`config.mk`:
```
export PLATFORM = sky130hd
export DESIGN_NAME = rect_raster_engine
export DESIGN_NICKNAME = d
export VERILOG_FILES = /design/src/rtl/rect_raster_pkg.sv /design/src/rtl/raster_counter_2d.sv /design/src/rtl/rect_raster_engine.sv
export SDC_FILE = /design/constraint.sdc
export NUM_CORES = 1
export LEC_CHECK = 0
export ABC_AREA = 1
export BUFFER_PORTS_ARGS = -buffer_cell sky130_fd_sc_hd__buf_2
export CAP_MARGIN = 15
export CORE_ASPECT_RATIO = 1.1
export CORE_UTILIZATION = 61
export DETAILED_ROUTE_END_ITERATION = 8
export PLACE_DENSITY = 0.95
export SETUP_SLACK_MARGIN = 0.4
export SLEW_MARGIN = 25
export SYNTH_ARGS = -nofsm -noshare
export SYNTH_HDL_FRONTEND = slang
export SYNTH_SLANG_ARGS = --single-unit
```
`constraint.sdc`:
```
create_clock -name clock -period 3.55 [get_ports clock]
set_input_delay 0.355 -clock clock [delete_from_list [all_inputs] [get_ports clock]]
set_output_delay 0.355 -clock clock [all_outputs]
set_load 0.005 [all_outputs]
```
`src/rtl/rect_raster_pkg.sv`:
```
// Shared types and default sizing for the rectangle rasteriser.
package rect_raster_pkg;
   typedef enum logic [1:0] {
      ST_IDLE = 2'd0,
      ST_RUN  = 2'd1,
      ST_DONE = 2'd2
   } state_e;

   localparam int DEF_X_W      = 10;
   localparam int DEF_Y_W      = 9;
   localparam int DEF_COLOUR_W = 3;
   localparam int DEF_SCREEN_W = 320;
   localparam int DEF_SCREEN_H = 240;
endpackage

```
`src/rtl/raster_counter_2d.sv`:
```
// Row-major column/row walker with clear-on-load and a last-pixel flag.
module raster_counter_2d #(
   parameter int X_W = 10,
   parameter int Y_W = 9
) (
   input  logic           clock,
   input  logic           reset,
   input  logic           load_i,
   input  logic           adv_i,
   input  logic [X_W-1:0] w_lim_i,
   input  logic [Y_W-1:0] h_lim_i,
   output logic [X_W-1:0] col_o,
   output logic [Y_W-1:0] row_o,
   output logic           last_o
);
   logic [X_W-1:0] col_q, col_d;
   logic [Y_W-1:0] row_q, row_d;
   logic           col_end_s;

   assign col_end_s = (col_q == (w_lim_i - X_W'(1)));
   assign last_o    = col_end_s && (row_q == (h_lim_i - Y_W'(1)));
   assign col_o     = col_q;
   assign row_o     = row_q;

   // Next position: clear on load, otherwise step along the row and wrap to the next
   always_comb begin
      col_d = col_q;
      row_d = row_q;
      if (load_i) begin
         col_d = '0;
         row_d = '0;
      end else if (adv_i) begin
         if (col_end_s) begin
            col_d = '0;
            row_d = row_q + Y_W'(1);
         end else begin
            col_d = col_q + X_W'(1);
            row_d = row_q;
         end
      end else begin
         col_d = col_q;
         row_d = row_q;
      end
   end

   // Position registers
   always_ff @(posedge clock) begin
      if (reset) begin
         col_q <= '0;
         row_q <= '0;
      end else begin
         col_q <= col_d;
         row_q <= row_d;
      end
   end
endmodule

```
`src/rtl/rect_raster_engine.sv`:
```
// Rectangle rasteriser: one pixel per clock, row-major, with stall and done pulse.
// Optional screen clipping when RECT_RASTER_CLIP_EN is defined.
module rect_raster_engine
   import rect_raster_pkg::*;
#(
   parameter int X_W      = DEF_X_W,
   parameter int Y_W      = DEF_Y_W,
   parameter int COLOUR_W = DEF_COLOUR_W,
   parameter int SCREEN_W = DEF_SCREEN_W,
   parameter int SCREEN_H = DEF_SCREEN_H
) (
   input  logic                clock,
   input  logic                reset,
   input  logic                start,
   input  logic [X_W-1:0]      x0,
   input  logic [Y_W-1:0]      y0,
   input  logic [X_W-1:0]      w,
   input  logic [Y_W-1:0]      h,
   input  logic [COLOUR_W-1:0] colour_in,
   input  logic                stall,
   output logic [X_W-1:0]      x,
   output logic [Y_W-1:0]      y,
   output logic [COLOUR_W-1:0] colour,
   output logic                plot,
   output logic                busy,
   output logic                done
);
   state_e              state_q;
   logic [X_W-1:0]      x0_q, w_q;
   logic [Y_W-1:0]      y0_q, h_q;
   logic [COLOUR_W-1:0] colour_q;
   logic                busy_q, done_q;
   logic [X_W-1:0]      col_s;
   logic [Y_W-1:0]      row_s;
   logic                last_s, load_s, adv_s, in_screen_s;

   assign load_s = (state_q == ST_IDLE) && start;
   assign adv_s  = (state_q == ST_RUN) && !stall;

   raster_counter_2d #(.X_W(X_W), .Y_W(Y_W)) u_cnt (
      .clock   (clock),
      .reset   (reset),
      .load_i  (load_s),
      .adv_i   (adv_s),
      .w_lim_i (w_q),
      .h_lim_i (h_q),
      .col_o   (col_s),
      .row_o   (row_s),
      .last_o  (last_s)
   );

`ifdef RECT_RASTER_CLIP_EN
   // One extra bit keeps off-screen pixels from wrapping back onto the screen
   logic [X_W:0] x_full_s;
   logic [Y_W:0] y_full_s;
   assign x_full_s    = {1'b0, x0_q} + {1'b0, col_s};
   assign y_full_s    = {1'b0, y0_q} + {1'b0, row_s};
   assign in_screen_s = (x_full_s < (X_W+1)'(SCREEN_W)) && (y_full_s < (Y_W+1)'(SCREEN_H));
   assign x           = x_full_s[X_W-1:0];
   assign y           = y_full_s[Y_W-1:0];
`else
   assign in_screen_s = 1'b1;
   assign x           = x0_q + col_s;
   assign y           = y0_q + row_s;
`endif

   assign colour = colour_q;
   assign plot   = adv_s && in_screen_s;
   assign busy   = busy_q;
   assign done   = done_q;

   // Control FSM with registered busy/done and operand latching
   always_ff @(posedge clock) begin
      if (reset) begin
         state_q  <= ST_IDLE;
         x0_q     <= '0;
         y0_q     <= '0;
         w_q      <= '0;
         h_q      <= '0;
         colour_q <= '0;
         busy_q   <= 1'b0;
         done_q   <= 1'b0;
      end else begin
         case (state_q)
            ST_IDLE: begin
               if (start) begin
                  x0_q     <= x0;
                  y0_q     <= y0;
                  w_q      <= w;
                  h_q      <= h;
                  colour_q <= colour_in;
                  busy_q   <= 1'b1;
                  if ((w == '0) || (h == '0)) begin
                     state_q <= ST_DONE;
                     done_q  <= 1'b1;
                  end else begin
                     state_q <= ST_RUN;
                     done_q  <= 1'b0;
                  end
               end else begin
                  busy_q <= 1'b0;
                  done_q <= 1'b0;
               end
            end
            ST_RUN: begin
               busy_q <= 1'b1;
               if (!stall && last_s) begin
                  state_q <= ST_DONE;
                  done_q  <= 1'b1;
               end else begin
                  done_q  <= 1'b0;
               end
            end
            ST_DONE: begin
               state_q <= ST_IDLE;
               busy_q  <= 1'b0;
               done_q  <= 1'b0;
            end
            default: begin
               state_q <= ST_IDLE;
               busy_q  <= 1'b0;
               done_q  <= 1'b0;
            end
         endcase
      end
   end
endmodule

```
; After elaboration in Yosys (flattened, before gate mapping)
; Cells that the tools add are included.
[totals]
register_bits = 64
inputBits = 45
out_inout_bits = 25
elab_cells = 45
[op_classes]
add_sub_neg = 6
eq_ne = 5
n_mux = 11
reduce_logical = 13
[ops]
columns = operator, n
row1 = adder 10 x 1 -> 10 bit (second input constant), 1
row2 = adder 10 bit, 1
row3 = equality test 10 bit, 1
row4 = zero test 10 bit, 1
row5 = 2-to-1 mux 10 bit, 1
row6 = subtractor 10 x 1 -> 10 bit (second input constant), 1
row7 = adder 9 x 1 -> 9 bit (second input constant), 1
row8 = adder 9 bit, 1
row9 = equality test 9 bit, 1
row10 = zero test 9 bit, 1
row11 = subtractor 9 x 1 -> 9 bit (second input constant), 1
row12 = 2-to-1 mux 2 bit, 3
row13 = AND reduction 2 bit, 3
row14 = logical AND 1 bit, 4
row15 = 2-to-1 mux 1 bit, 4
row16 = one-hot mux 1 bit (2 select lines), 2
row17 = one-hot mux 2 bit (2 select lines), 1
row18 = equality test 2 x 1 -> 1 bit (second input constant), 1
row19 = zero test 2 bit, 1
row20 = != test 2 x 1 -> 1 bit (second input constant), 1
row21 = != test 2 bit (second input constant), 1
row22 = OR reduction 2 bit, 1
row23 = zero test 1 bit, 1
row24 = logical OR 1 bit, 1

; Logic depth before layout (Yosys ltp)
; Gate-level depths: netlist of run 1.
[logic_depth]
depth_word = 6
ltp_mapped = 17
mapped_depth_nobuf = 17

; By module
; A second synthesis of run 1 with hierarchy kept.
[hier_totals]
hier_cells = 624
hier_area_um2 = 4185.3
[by_module_without_submodules]
columns = mod, n_inst, cells_per_inst, area_per_inst_um2, seq_area_each_um2
row1 = rect_raster_engine, 1, 348, 2523.7, 900.9
row2 = raster_counter_2d, 1, 276, 1661.6, 380.4

; Worst setup path before layout of run 1
; OpenSTA, ideal clock, no wires.
[synth_timing]
path_kind = reg2out
startpoint = register u_cnt.col_q[0] (netlist: u_cnt.col_o[0])
endpoint = output port x[8]
arrival_time_ns = 1.844
required_ns = 3.195
slack_ns = 1.351
stages_incl_launch_ff = 12
path_buffers = 0
cell_sequence = dfxtp_1 ha_1 inv_1 fa_1 o21ai_0 nand2_1 nand2_1 a21oi_1 o21bai_1 a21o_1 nand2_1 nand2_1
[synth_via]
elab_chain_len = 1
[synth_lines]
columns = element, line
row1 = "start, declared", raster_counter_2d.sv:16  ; logic [X_W-1:0] col_q, col_d;
row2 = "start signal, assigned", raster_counter_2d.sv:52  ; col_q <= col_d;
row3 = adder 10 bit, rect_raster_engine.sv:63  ; assign x = x0_q + col_s;
row4 = "end, declared", rect_raster_engine.sv:21  ; output logic [X_W-1:0] x,
; No other way between the ends.

; Final worst setup path of run 1
; Ends and elaborated chain as after synthesis.

==> flow_summary_export.csv, run 1 <==
group,metric,value,unit
run_status,outcome,"finished, final reports clean",
setup_path,ff2ff_setup_slack,1420,ps
pwr,powerDensity,390,nW/um^2
placement,portBuffers,69,
logic_synthesis,synth_top_family_by_area,"simple AND/OR/NAND/NOR gates",
detailed_routing,routedWlPerCell,14.2,um
logic_synthesis,synth_mux_area_share,0,%
pwr,p_leak,2.23,nW
setup_path,critPathLaunchType,"flop",
logic_synthesis,synthSimpleGateAreaFrac,33.9,%
cells_and_area,final_util,73.4,%
timing,fmax,340,MHz
setup_path,r2r-end,"u_cnt.row_o[0]$_SDFFE_PP0P_",
timing,setup_violations,0,
cells_and_area,fillers,488,
logic_synthesis,synth_edf_count,0,
clocking,clock_latency,350,ps
timing,hold_violations,0,
placement,dp.cells,744,
cells_and_area,final_cells,759,
logic_synthesis,synth_fa_ha_area_share,7.39,%
global_route,grt_pass1_vias,3996,
run,maxCapViolCount,0,
detailed_routing,via_per_inst,5.64,
worst_hold_path,hp-start,"y0[4]",
timing,setup_tns,0,ps
clocking,cts.sinks,64,
worst_hold_path,whs_endpoint,"y0_q[4]$_SDFFE_PP0P_",
clocking,cts_made_buffers,9,
logic_synthesis,synth-main-ff-cell,"dfxtp_1",
clocking,cts_max_level,3,
timing,period_share,82.9,%
cells_and_area,layout_common_cells,"nand2_1, nor2_1, buf_2",
clocking,holdBufCountCts,0,
cells_and_area,final_common_cell,"nand2_1",
clocking,post_cts_buffers,0,
detailed_routing,vias,4283,
timing,relSlewSlack,37.4,%
worst_hold_path,min_path_cells,3,
cells_and_area,layout.nets,743,
die,die_area,7050,um^2
cells_and_area,final_area,4660,um^2
logic_synthesis,syn_nets,677,
logic_synthesis,synth_cells,609,
cells_and_area,seq_area,1280,um^2
detailed_routing,top_layer,"met4",
logic_synthesis,synth.avg_cell_area,6.73,um^2
cells_and_area,multi_input_area,2500,um^2
clocking,cts.clk_slew.worst_paths,60,ps
worst_hold_path,hold_path.class,"input port to flop",
setup_path,crit_arrival,2590,ps
die,initial_core_util,64.6,%
die,core_area,6340,um^2
timing,rsz0062_at_grt,"no",
setup_path,cp-end-kind,"primary output",
detailed_routing,drt-total-wl,10800,um
logic_synthesis,synth-async-reset-ratio,0,%
detailed_routing,wl_met2,5290,um
setup_path,worstPathRequired,3190,ps
global_route,antenna_found_initial,0,
timing,worstMarginPinSlew,934,ps
setup_path,cp_max_fo,6,
die,fp.dieW,80.1,um
placement,dpl.hpwl,8230,um
die,die_y,87.9,um
detailed_routing,first_pass_iters,5,
detailed_routing,wl_met1,4460,um
detailed_routing,wl_met3,791,um
cells_and_area,syn_to_final_growth,13.7,%
placement,place.gp.congestion,0.962,
global_route,grt-ovfl-total,0,
timing,post-route-min-period,2940,ps
logic_synthesis,syn_area,4100,um^2
global_route,grt_max_degree,60,
logic_synthesis,yosysWarnings,0,
detailed_routing,drcViolationCount,0,
setup_path,critPathKind,"flop to primary output",
setup_path,r2r_cells,13,
setup_path,reg2reg_from,"w_q[0]$_SDFFE_PP0P_",
clocking,root_buffer,"clkbuf_8",
clocking,tritoncts,"done",
detailed_routing,drt_iter0_drc,313,
detailed_routing,ant_nets,0,
logic_synthesis,ys_types,31,
die,io_pins,70,
cells_and_area,diodes,0,
logic_synthesis,synth_compound_area_share,12.4,%
clocking,cts.repair.resized,0,
logic_synthesis,synth_xor_area_share,7.27,%
logic_synthesis,synth-seq-cells,64,
pwr,vdd_drop_max,0.000293,V
global_route,grt_pass1_wl,17900,um
global_route,grt_usage,33.2,%
placement,placed_cell_area,4490,um^2
timing,finClkSkew,10.1,ps
timing,drv_slew,0,
die,rows,30,
cells_and_area,drive_gt1_share,19.1,%
logic_synthesis,ys_seq_area_share,31.3,%
clocking,clockBufferDepth,2,
final cells by class:
cell class | count | area share [%]
Multi-Input combinational cell | 461 | 53.6
Timing Repair Buffer | 70 | 7.58
Clock buffer | 15 | 3.57
Sequential cell | 64 | 27.5
Inverter | 69 | 5.56
Tap cell | 80 | 2.15
cells by family (layout without fill, tap and decap cells):
| group | count (synthesis) | after routing |
|---|---|---|
| AND/OR/NAND/NOR | 305 | 305 |
| AO/OA/AOI/OAI | 99 | 99 |
| buffers and inverters | 84 | 154 |
| flip-flops | 64 | 64 |
| XOR/XNOR | 34 | 34 |
| adder cells (fa/ha/maj) | 23 | 23 |
cell usage after synthesis, types with 2 or more instances:
cell type / number / area [um^2]
xnor2_1: 9 / 78.8
nor3_1: 8 / 40.0
fa_1: 2 / 40.0
nor2_2: 14 / 87.6
ha_1: 21 / 263
nand2_2: 11 / 68.8
nor2_4: 6 / 67.6
nand2_1: 119 / 447
inv_1: 57 / 214
nand3_1: 40 / 200
nor2_1: 88 / 330
nor3_2: 3 / 30.0
clkbuf_1: 12 / 45.0
dfxtp_1: 64 / 1280
nor4_1: 4 / 25.0
a21oi_1: 43 / 215
o21ai_0: 50 / 250
inv_2: 12 / 45.0
nand4_1: 9 / 56.3
xor2_1: 25 / 219
clkbuf_2: 2 / 10.0
where the power goes:
part / total, mW / switching (mW) / internal, mW
Combinational: 0.459 / 0.292 / 0.167
Sequential: 0.808 / 0.0408 / 0.767
Clock: 0.549 / 0.260 / 0.289
metal layers:
layer	track usage, %	vias to the layer above
met5	0	-
met4	15.9	0
met3	7.92	28
met2	55.9	198
met1	39.9	1957
li1	-	2100
critical path: stages (launching register included):
cell and delay, ps:
dfxtp_1 450, ha_1 240, inv_1 80, fa_1 400
o21ai_0 280, nand2_1 90, nand2_1 70, a21oi_1 90
o21bai_1 210, a21o_1 140, nand2_1 50, nand2_1 40
buf_2 100
state kept, by name (all words and copies together), names as in the netlist:
name         count
u_cnt.row_o      9
colour           3
u_cnt.col_o     10
x0_q            10
state_q          2
busy             1
h_q              9
w_q             10
done             1
y0_q             9
worst max-delay path by stage:
stage | start | end
after detailed placement | u_cnt.col_o[0]$_SDFFE_PP0P_ | x[8]
final | u_cnt.col_o[0]$_SDFFE_PP0P_ | x[8]
after global routing | u_cnt.col_o[0]$_SDFFE_PP0P_ | x[8]
after global placement | u_cnt.col_o[0]$_SDFFE_PP0P_ | x[8]
after floorplan | u_cnt.col_o[0]$_SDFFE_PP0P_ | x[8]
after CTS | u_cnt.col_o[0]$_SDFFE_PP0P_ | x[8]
stage by stage:
stage	hold slack [ps]	setup slack, ps	power, mW
floorplan	424	1350	1.14
global placement	464	1160	1.25
detailed placement	485	994	1.27
CTS	250	617	1.82
global route	276	401	1.91
finish	259	606	1.82
Note: power is estimated with default switching activity, not from simulation.
==> inputs of run 2 (changes only) <==
--- a/config.mk
+++ b/config.mk
@@ -9,9 +9,9 @@
 export BUFFER_PORTS_ARGS = -buffer_cell sky130_fd_sc_hd__buf_2
 export CAP_MARGIN = 15
 export CORE_ASPECT_RATIO = 1.1
-export CORE_UTILIZATION = 61
+export CORE_UTILIZATION = 57
 export DETAILED_ROUTE_END_ITERATION = 8
-export PLACE_DENSITY = 0.95
+export PLACE_DENSITY = 0.93
 export SETUP_SLACK_MARGIN = 0.4
 export SLEW_MARGIN = 25
 export SYNTH_ARGS = -nofsm -noshare
==> constraint.sdc (replaced) <==
create_clock -name clock -period 2.85 [get_ports clock]
set_input_delay 0.285 -clock clock [delete_from_list [all_inputs] [get_ports clock]]
set_output_delay 0.285 -clock clock [all_outputs]
set_load 0.005 [all_outputs]
==> flow_summary_export.csv, run 2 (same netlist as run 1, synthesis figures left out) <==
group,metric,value,unit
timing,setup_violations,0,
cells_and_area,layout.nets,753,
timing,hold_violations,0,
placement,portBuffers,69,
setup_path,worst_path_max_delay_cell,"dfxtp_1",
setup_path,critPathKind,"flop to primary output",
die,rows,32,
detailed_routing,vias,4627,
setup_path,critPathLaunchType,"flop",
clocking,clockBufferDepth,2,
cells_and_area,seq_area,1290,um^2
setup_path,cp-end-kind,"primary output",
cells_and_area,diodes,0,
setup_path,path_cells,"ha_1, a21oi_1, o21ai_1, a21oi_1, o21ai_1, xor2_1, buf_2",
die,core_area,6970,um^2
die,fp.dieW,82.8,um
clocking,cts.clk_slew.worst_paths,70,ps
detailed_routing,via_per_inst,5.97,
global_route,grt_usage,30.0,%
detailed_routing,drt-total-wl,12700,um
worst_hold_path,min_path_cells,2,
pwr,p_leak,2.29,nW
timing,post-route-min-period,2530,ps
timing,drv_slew,0,
setup_path,crit_cells,7,
setup_path,cp_top_family,"compound AO/OA/AOI/OAI gates",
timing,setup_tns,0,ps
global_route,antenna_found_initial,0,
placement,dpl.hpwl,8100,um
detailed_routing,routedWlPerCell,16.4,um
clocking,holdBufCountCts,0,
placement,place_ws,435,ps
cells_and_area,layout_common_cells,"nand2_1, nor2_1, buf_2",
setup_path,r2r_cells,13,
timing,period_share,88.8,%
timing,relSlewSlack,32.4,%
die,die_y,90.9,um
cells_and_area,final_common_cell,"nand2_1",
timing,worstMarginPinSlew,1010,ps
cells_and_area,syn_to_final_growth,18.1,%
global_route,grt-ovfl-total,0,
pwr,powerDensity,479,nW/um^2
clocking,cts.sinks,64,
clocking,tritoncts,"done",
timing,finClkSkew,5.42,ps
setup_path,crit_arrival,2250,ps
run_status,outcome,"finished, final reports clean",
die,io_pins,70,
detailed_routing,first_pass_iters,7,
setup_path,worstPathRequired,2570,ps
clocking,clock_latency,340,ps
detailed_routing,drt_iter0_drc,693,
global_route,grt_pass1_vias,4244,
pwr,vdd_drop_max,0.000464,V
setup_path,critPathBufInv,1,
timing,holdWs,178,ps
die,initial_core_util,58.8,%
run,maxCapViolCount,0,
placement,place.gp.congestion,0.971,
setup_path,cp_max_fo,5,
die,die_area,7530,um^2
clocking,cts_made_buffers,9,
global_route,grt_pass1_wl,18400,um
detailed_routing,drcViolationCount,0,
timing,rsz0062_at_grt,"yes",
timing,setup_ws,318,ps
detailed_routing,ant_nets,0,
setup_path,slowest_delay,430,ps
timing,fmax,395,MHz
clocking,root_buffer,"clkbuf_8",
cells_and_area,fillers,489,
cells_and_area,multi_input_area,2580,um^2
cells_and_area,drive_gt1_share,24.5,%
clocking,cts_max_level,3,
global_route,grt_max_degree,60,
worst_hold_path,hold_path.class,"input port to flop",
run 2: cell types whose count changed in the layout (fill, tap and decap cells not counted), moves of 4 or more:
cell / previous run / this run
buf_4: 1 / 11
dfxtp_1: 64 / 55
dfxtp_2: 0 / 8
clkbuf_1: 4 / 0
clkinv_2: 0 / 4
ha_1: 21 / 17
ha_4: 0 / 4
o21ai_0: 50 / 46
run 2: worst paths after layout:
path                                             startpoint                          end  slack [ps]
worst min register to register       colour[2]$_SDFFE_PP0P_       colour[2]$_SDFFE_PP0P_         490
worst min-delay path                                  reset      state_q[0]$_SDFFE_PP0P_         180
worst max-delay path            u_cnt.col_o[2]$_SDFFE_PP0P_                         x[7]         320
worst max register to register          w_q[0]$_SDFFE_PP0P_  u_cnt.row_o[0]$_SDFFE_PP0P_         630
run 2: routing by layer:
metal | vias up | part of all wire, % | GRT usage [%]
met5 | - | 0 | 0
met4 | 0 | 6.6 | 19.5
met3 | 96 | 9.3 | 6.03
met2 | 333 | 47 | 50.8
met1 | 2080 | 37 | 34.2
li1 | 2118 | - | -
run 2: power by group:
group | internal (mW) | switching, mW | total (mW)
clock network | 0.333 | 0.369 | 0.702
logic | 0.216 | 0.390 | 0.606
registers | 0.955 | 0.0569 | 1.01
total | 1.50 | 0.816 | 2.32
run 2: worst register-to-register path, delay by kind of cell, from the launching register on:
| family | cells | cell delay [ps] |
|---|---|---|
| adder cells (fa/ha/maj) | 1 | 220 |
| flip-flops | 1 | 350 |
| AND/OR/NAND/NOR | 10 | 1340 |
| buffers and inverters | 1 | 130 |
| AO/OA/AOI/OAI | 1 | 80 |
run 2: layout make-up:
| type | instances | share of cell area, % |
|---|---|---|
| clock inverters | 6 | 0.724 |
| inverters | 69 | 5.35 |
| repair buffers | 80 | 8.84 |
| flip-flops and latches | 64 | 26.8 |
| well taps | 85 | 2.20 |
| clock buffers | 10 | 2.84 |
| multi-input cells | 461 | 53.3 |
run 2: what timing repair did:
| action | 4_1_cts | 5_1_grt |
|---|---|---|
| pin swaps | 3 | 9 |
| gates resized for setup | 14 | 18 |
| setup buffers | 3 | 7 |
| endpoints found under the setup margin | 4 | 6 |
run 2: metrics by stage:
stage / std cells / utilization (%) / instance area, um^2 / power (mW)
after detailed placement: 749 / 64.5 / 4500 / 1.59
after floorplan: 609 / - / 4100 / 1.42
after global placement: 749 / 64.5 / 4500 / 1.55
after CTS: 768 / 67.8 / 4730 / 2.26
after global routing: 775 / 69.5 / 4840 / 2.42
final: 775 / 69.5 / 4840 / 2.32
